[config.mk]
export PLATFORM = sky130hd
export DESIGN_NAME = ta_bank
export DESIGN_NICKNAME = d
export VERILOG_FILES = /design/src/rtl/ta_bank_pkg.sv /design/src/rtl/ta_next_state.sv /design/src/rtl/ta_bank.sv
export SDC_FILE = /design/constraint.sdc
export NUM_CORES = 1
export LEC_CHECK = 0
export ABC_AREA = 1
export CORE_UTILIZATION = 50
export DETAILED_ROUTE_END_ITERATION = 10
export HOLD_SLACK_MARGIN = 0.15
export PLACE_DENSITY = 0.71
export REMOVE_ABC_BUFFERS = 1
export SYNTH_ARGS = -nofsm -noshare
export SYNTH_HDL_FRONTEND = slang
export SYNTH_SLANG_ARGS = --single-unit
export TNS_END_PERCENT = 10
[constraint.sdc]
create_clock -name clk -period 8.3 [get_ports clk]
set_clock_uncertainty 0.1 [all_clocks]
set_input_delay 0.83 -clock clk [delete_from_list [all_inputs] [get_ports clk]]
set_output_delay 0.83 -clock clk [all_outputs]
set_load 0.05 [all_outputs]
[src/rtl/ta_bank_pkg.sv]
// ta_bank_pkg: feedback encodings, FSM state type and state-range helpers for the Tsetlin automaton bank.
package ta_bank_pkg;
  localparam logic [1:0] FB_NONE    = 2'b00;
  localparam logic [1:0] FB_REWARD  = 2'b01;
  localparam logic [1:0] FB_PENALTY = 2'b10;
  localparam logic [1:0] FB_RSVD    = 2'b11;
  typedef enum logic {IDLE, SWEEP} fsm_t;
  function automatic int ta_n(input int sb);
    return 1 << (sb - 1);
  endfunction
  function automatic int ta_max(input int sb);
    return (1 << sb) - 1;
  endfunction
endpackage

[src/rtl/ta_next_state.sv]
// ta_next_state: combinational Tsetlin automaton transition for one state under reward/penalty.
module ta_next_state
  import ta_bank_pkg::*;
#(
  parameter int STATE_BITS = 4
) (
  input  logic [STATE_BITS-1:0] i_state,
  input  logic [1:0]            i_fb_type,
  output logic [STATE_BITS-1:0] o_state
);
  logic w_inc, w_dec;
  always_comb begin
    w_inc   = (i_fb_type == FB_REWARD && i_state[STATE_BITS-1]) || (i_fb_type == FB_PENALTY && !i_state[STATE_BITS-1]);
    w_dec   = (i_fb_type == FB_REWARD && !i_state[STATE_BITS-1]) || (i_fb_type == FB_PENALTY && i_state[STATE_BITS-1]);
    o_state = (w_inc && i_state != STATE_BITS'(ta_max(STATE_BITS))) ? i_state + 1'b1 :
              (w_dec && i_state != '0) ? i_state - 1'b1 : i_state;
  end
endmodule

[src/rtl/ta_bank.sv]
// ta_bank: bank of Tsetlin automata with single-TA and broadcast-sweep feedback and a saturating flip counter.
// Optional macro TA_BANK_LOAD_EN adds a direct state-load port that overrides feedback to the same TA.
module ta_bank
  import ta_bank_pkg::*;
#(
  parameter int NUM_TA     = 8,
  parameter int STATE_BITS = 4,
  parameter int INIT_STATE = ta_n(STATE_BITS) - 1
) (
  input  logic                      clk,
  input  logic                      rst,
  input  logic                      fb_valid,
  output logic                      fb_ready,
  input  logic                      fb_all,
  input  logic [$clog2(NUM_TA)-1:0] fb_idx,
  input  logic [1:0]                fb_type,
`ifdef TA_BANK_LOAD_EN
  input  logic                      ld_en,
  input  logic [$clog2(NUM_TA)-1:0] ld_idx,
  input  logic [STATE_BITS-1:0]     ld_state,
`else
`endif
  output logic [NUM_TA-1:0]         action,
  output logic [15:0]               flip_cnt,
  output logic                      sweep_done
);
  localparam int IW = $clog2(NUM_TA);
  logic [STATE_BITS-1:0] r_state [NUM_TA];
  logic [STATE_BITS-1:0] w_nx [NUM_TA];
  fsm_t                  r_fsm, w_fsm_nxt;
  logic [IW-1:0]         r_idx, w_sel_idx;
  logic [1:0]            r_type, w_sel_type;
  logic [STATE_BITS-1:0] w_cur, w_upd;
  logic                  w_wr, w_last, r_done;
  logic [NUM_TA-1:0]     w_nx_act;
  logic [16:0]           w_flips, w_sum;
  logic [15:0]           r_flip;
  // One transition unit serves both the single-update and the sweep path.
  ta_next_state #(.STATE_BITS(STATE_BITS)) u_next (
    .i_state  (w_cur),
    .i_fb_type(w_sel_type),
    .o_state  (w_upd)
  );
  always_comb begin
    w_last     = r_fsm == SWEEP && 32'(r_idx) == NUM_TA - 1;
    w_fsm_nxt  = r_fsm == IDLE ? ((fb_valid && fb_all) ? SWEEP : IDLE) : (w_last ? IDLE : SWEEP);
    w_sel_idx  = r_fsm == SWEEP ? r_idx : fb_idx;
    w_sel_type = r_fsm == SWEEP ? r_type : fb_type;
    w_cur      = 32'(w_sel_idx) < NUM_TA ? r_state[w_sel_idx] : '0;
    w_wr       = r_fsm == SWEEP || (fb_valid && !fb_all && 32'(fb_idx) < NUM_TA);
  end
  always_comb begin
    w_flips = '0;
    for (int i = 0; i < NUM_TA; i++) begin
      action[i] = r_state[i][STATE_BITS-1];
      w_nx[i]   = (w_wr && 32'(w_sel_idx) == i) ? w_upd : r_state[i];
`ifdef TA_BANK_LOAD_EN
      if (ld_en && 32'(ld_idx) == i) w_nx[i] = ld_state;
`endif
      w_nx_act[i] = w_nx[i][STATE_BITS-1];
      w_flips     = w_flips + 17'(w_nx_act[i] ^ action[i]);
    end
    w_sum = {1'b0, r_flip} + w_flips;
  end
  always_ff @(posedge clk or posedge rst)
    if (rst) r_fsm <= IDLE;
    else r_fsm <= w_fsm_nxt;
  always_ff @(posedge clk or posedge rst)
    if (rst) begin
      r_idx  <= '0;
      r_type <= FB_NONE;
      r_done <= 1'b0;
      r_flip <= '0;
      for (int i = 0; i < NUM_TA; i++) r_state[i] <= STATE_BITS'(INIT_STATE);
    end else begin
      r_idx  <= r_fsm == IDLE ? '0 : r_idx + 1'b1;
      r_type <= (r_fsm == IDLE && fb_valid && fb_all) ? fb_type : r_type;
      r_done <= w_last;
      r_flip <= w_sum[16] ? 16'hFFFF : w_sum[15:0];
      for (int i = 0; i < NUM_TA; i++) r_state[i] <= w_nx[i];
    end
  assign fb_ready   = r_fsm == IDLE;
  assign flip_cnt   = r_flip;
  assign sweep_done = r_done;
endmodule

## Word level (Yosys, flattened, before mapping)

Cells that the tools add are included.

- Output and inout port bits: 26
- Register bits after elaboration: 55
- Word-level logic and storage cells: 100
- Input port bits: 9

- Reduce and logical (&&, ||, !) cells: 26
- Equal/unequal tests: 11
- Add/sub/neg operators: 11
- Bitwise gates (word level): 10
- $lt $le $gt $ge: 1
- Muxes and demuxes: 20

Operator list:

| cell | number |
|---|---|
| 2-to-1 mux 4 bit | 12 |
| logical AND 1 bit | 19 |
| adder 16 x 8 -> 17 bit | 1 |
| 2-to-1 mux 16 bit | 1 |
| == test 3 bit, second input constant | 5 |
| binary-select mux 4 bit (select 3 bit) | 1 |
| adder 7 x 1 -> 8 bit | 1 |
| XOR 1 bit | 8 |
| adder 6 x 1 -> 7 bit | 1 |
| adder 5 x 1 -> 6 bit | 1 |
| == test 3 x 2 -> 1 bit, second input constant | 2 |
| 2-to-1 mux 3 bit | 2 |
| adder 4 x 1 -> 5 bit | 1 |
| adder 3 x 1 -> 4 bit | 1 |
| adder 4 x 1 -> 4 bit, second input constant | 1 |
| >= comparator 4 bit, second input constant | 1 |
| != test 4 bit, second input constant | 1 |
| NOT 3 -> 4 bit | 1 |
| nonzero test 4 bit | 1 |
| subtractor 4 x 1 -> 4 bit, second input constant | 1 |
| adder 2 x 1 -> 3 bit | 1 |
| adder 3 x 1 -> 3 bit, second input constant | 1 |
| == test 3 x 1 -> 1 bit, second input constant | 1 |
| logical NOT 3 bit | 1 |
| other kinds (8) | 13 |

## Logic depth before layout (Yosys ltp)

- Word-level depth: 22
- Depth in mapped cells: 36
- Mapped depth without buffers: 34

## Hierarchy

Synthesis repeated with hierarchy kept, for this count alone.

- Cell total of the unflattened synthesis: 501
- Area, all modules: 3638.5 um2

Modules (own cells, without submodules):

| module | instances | sequential area each (um2) | area each (um2) | cells an instance |
|---|---|---|---|---|
| ta_bank | 1 | 1406.3 | 3372.0 | 448 |
| ta_next_state | 1 | 0.0 | 266.5 | 53 |

## Worst setup path before layout

No wires, ideal clock.

- Path type: input to register
- Start point: input fb_idx[0]
- End point: register r_flip[13], in the netlist flip_cnt[13]
- Library setup time: 0.070 ns
- Required time: 8.130 ns
- Data arrival time: 5.772 ns
- Setup slack: 2.358 ns
- Path buffers: 2
- Cell stages on the path: 34
- Path through: nand2_4 > nand2_4 > buf_6 > nand2_1 > nand2_1 > nand2_1 > nand3_1 > nand2_2 > inv_1 > ha_1 > nand4_1 > nand2_4 > inv_2 > nand2_4 > nand2_4 > buf_6 > nand3_1 > o21ai_1 > fa_1 > fa_1 > inv_1 > fa_1 > fa_1 > inv_1 > fa_1 > nand3_1 > and2_1 > inv_1 > nand2_1 > nor2_1 > inv_1 > nor2_1 > nand2_1 > nand3_1

- Word-level cells in the longest chain between the ends: 22
- Elaborated cells between the ends (all ways): 61
- Those cells by class: 10 x add/sub; 8 x eq/ne; 15 x mux; 9 x bitwise; 19 x reduce/logical

Ends and longest elaborated chain:

| element | line | text |
|---|---|---|
| start: declaration | ta_bank.sv:15 | `input logic [$clog2(NUM_TA)-1:0] fb_idx,` |
| 2-to-1 mux 3 bit * | ta_bank.sv:47 | `w_sel_idx = r_fsm == SWEEP ? r_idx : fb_idx;` |
| branches (longest 18 deep; another with subtractor 4 x 1 -> 4 bit) | n/a |  |
| adder 7 x 1 -> 8 bit * | ta_bank.sv:61 | `w_flips = w_flips + 17'(w_nx_act[i] ^ action[i]);` |
| adder 16 x 8 -> 17 bit * | ta_bank.sv:63 | `w_sum = {1'b0, r_flip} + w_flips;` |
| 2-to-1 mux 16 bit * | ta_bank.sv:79 | `r_flip <= w_sum[16] ? 16'hFFFF : w_sum[15:0];` |
| end signal: assignment | ta_bank.sv:79 |  |
| end: declaration | ta_bank.sv:37 | `logic [15:0] r_flip;` |

Every way passes the cells marked *. The select of a mux whose other input is x is not followed.
A chain may end at the register's enable or synchronous reset.

## Worst setup path after layout

- Start point: input fb_idx[1]
- End point: register r_flip[13], in the netlist flip_cnt[13]

Same word-level chain as after synthesis.

==> run metrics <==
Worst R2R Start=r_fsm; Fill cells=603; TritonCTS clock tree=yes; fmax=148 MHz; largest net degree at the start of global routing=between 50 and 60; Core Footprint=6530 sq um; Worst setup SP type=input port; # Post-CTS Setup Buffers=0; vias in the first global route=2701; io pins=35; Slowest cell on crit path=fa_1; r2r worst-path depth=30; antenna viol nets, final=0; grt ovf=0; PostCTS Resize Cnt=0; Global Route Usage Sum=22.0%; Post-Syn Area per Cell=around 7.8 sq um; Critical R2R Capture=flip_cnt[13]; die width=85.2 um; commonest register cell after synthesis=dfrtp_1; Post-Syn Area=between 3000 and 4000 sq um; Max Root-Sink Buffers=2; Synthesis Warnings=0; number of cell rows=29; Total Neg Setup Slack=0 ns; Pins Over Slew Limit=0; Slew HR=between 40% and 50%; initial core utilization=between 50 and 60%; FF+latch count, synth=55; crit-path max cell delay=roughly 0.54 ns; Port Buffers=34; EDFF count, synth=0; Num CTS Buffers=5; ANT cells=0; Hold Fails Final Rpt=0; Tcrit/Tclk final=81.2%; Avg WL per Cell=approximately 13 um; Final min period=6.74 ns; Final Net Count=slightly below 500; Mapped Cells=approximately 440; critical path's most frequent cell=inv_1; Worst Path Arrival=6.88 ns; register area share after synthesis=40.7%; Setup-failing EPs final=0; Clk Latency, worst-skew pair=between 0.3 and 0.4 ns; Crit Path Category=in -> reg; CTS clk-pin slew, worst paths=0.10 ns; status=completed; Area Overhead vs Synth=12.7%; H-tree depth=2; gpl congestion=0.858; Die ar.=7260 sq um; worst hold stages=2; Root Buffer=clkbuf_8; vias per cell=approximately 5.3; RSZ-0062 raised after global routing=no; Tightest Pin Transition=0.811 ns; Residual DRC=0; first-pass GRT wire length=12700 um; share of cells above drive strength 1=14.4%; DRT iter0 DRCs=186; min-delay src=r_state[28]; Worst Setup End Kind=flip-flop; flop2flop setup slack=between 1.5 and 2 ns; final wirelength=approximately 7400 um; HP Class=reg -> reg; CTS Sinks=55; sequential standard cell area=roughly 1400 sq um; DPL Wire Length=~5400 um; Max FO, Critical Path=12; Max-Cap Viols=0; synth unique cells=34; area of the multi-input gates=1710 sq um; via count=2894; hold endpoint=r_state[28]; Async S/R FF share, synth=100%; hold buffers post-CTS=0; CP required=8.45 ns; total iterations of the first detailed-routing run=6; initial antenna violation count=0; die height=approximately 85 um
-- area by class of cell --
type / instances / area share [%]
multi-input cells: 313 / 43.9
flip-flops and latches: 55 / 36.1
repair buffers: 36 / 9.12
inverters: 61 / 5.87
well taps: 77 / 2.47
clock buffers: 6 / 2.12
clock inverters: 2 / 0.417
-- metrics by stage --
step / hold WS, ns / area, sq um / utilization, % / setup slack, ns / std cells
6_report: 0.387 / 3900 / 59.7 / 1.56 / 550
5_1_grt: 0.413 / 3900 / 59.7 / 1.05 / 550
4_1_cts: 0.386 / 3900 / 59.7 / 1.56 / 550
3_5_place_dp: 0.372 / 3800 / 58.2 / 1.25 / 542
3_3_place_gp: 0.367 / 3800 / 58.2 / 1.40 / 542
2_1_floorplan: 0.348 / 3350 / - / 2.32 / 429
-- worst max path at each step --
stage	startpoint	to
after global placement	fb_idx[1]	flip_cnt[8]
after global routing	fb_idx[1]	flip_cnt[10]
after CTS	fb_idx[1]	flip_cnt[13]
final	fb_idx[1]	flip_cnt[13]
after detailed placement	fb_idx[1]	flip_cnt[13]
after floorplan	fb_idx[1]	flip_cnt[13]
-- flip-flops by register name (all words and copies together) (netlist names) --
register    count
action          8
flip_cnt       16
r_fsm           1
r_idx           3
r_state        24
r_type          2
sweep_done      1
-- logic make-up (layout without fill, tap and decap cells) --
group | count (synthesis) | after routing | synth area share, %
AO/OA/AOI/OAI | 57 | 57 | 9.30
adder cells (fa/ha/maj) | 15 | 15 | 6.51
AND/OR/NAND/NOR | 233 | 233 | 30.9
buffers and inverters | 74 | 105 | 9.87
flip-flops | 55 | 55 | 40.7
XOR/XNOR | 8 | 8 | 2.79
-- layer usage --
layer,up-vias,part of all wire [%],GRT usage [%]
li1,1467,-,-
met1,1333,48,30.2
met2,86,46,36.7
met3,8,5.2,3.60
met4,0,0.75,5.39
met5,-,0,0
-- synthesized netlist by cell type, types with 9 or more instances --
cell type | number | area share (%)
buf_4 | 9 | 2.0
o21ai_1 | 14 | 2.0
dfrtp_1 | 31 | 22
ha_1 | 10 | 3.6
nor2_1 | 43 | 4.7
nand2_4 | 9 | 2.9
inv_1 | 56 | 6.1
nand2_1 | 114 | 12
nand3_1 | 39 | 5.6
a31oi_1 | 16 | 2.9
o21ai_0 | 14 | 2.0
dfstp_2 | 24 | 18
-- cell usage in the layout, fill, tap and decap left out, types with 4 or more instances in the layout --
master / synthesis / layout
nand2_1: 114 / 114
inv_1: 56 / 55
nor2_1: 43 / 43
nand3_1: 39 / 39
clkdlybuf4s50_1: 0 / 34
dfrtp_1: 31 / 31
dfstp_2: 24 / 24
a31oi_1: 16 / 16
o21ai_0: 14 / 14
o21ai_1: 14 / 14
ha_1: 10 / 10
nand2_4: 9 / 9
nand2_2: 8 / 8
nand4_1: 8 / 8
a21oi_1: 8 / 8
inv_2: 5 / 6
clkbuf_8: 0 / 6
fa_1: 5 / 5
xnor2_1: 4 / 4
-- critical path, delay by kind of cell --
kind / cells / cell delay [ns]
buffers and inverters: 9 / 1.26
AND/OR/NAND/NOR: 15 / 1.91
adder cells (fa/ha/maj): 6 / 2.37
AO/OA/AOI/OAI: 2 / 0.51
Power is not shown: default switching activity piles up to over one toggle a cycle in this logic, so the estimate is an artifact.
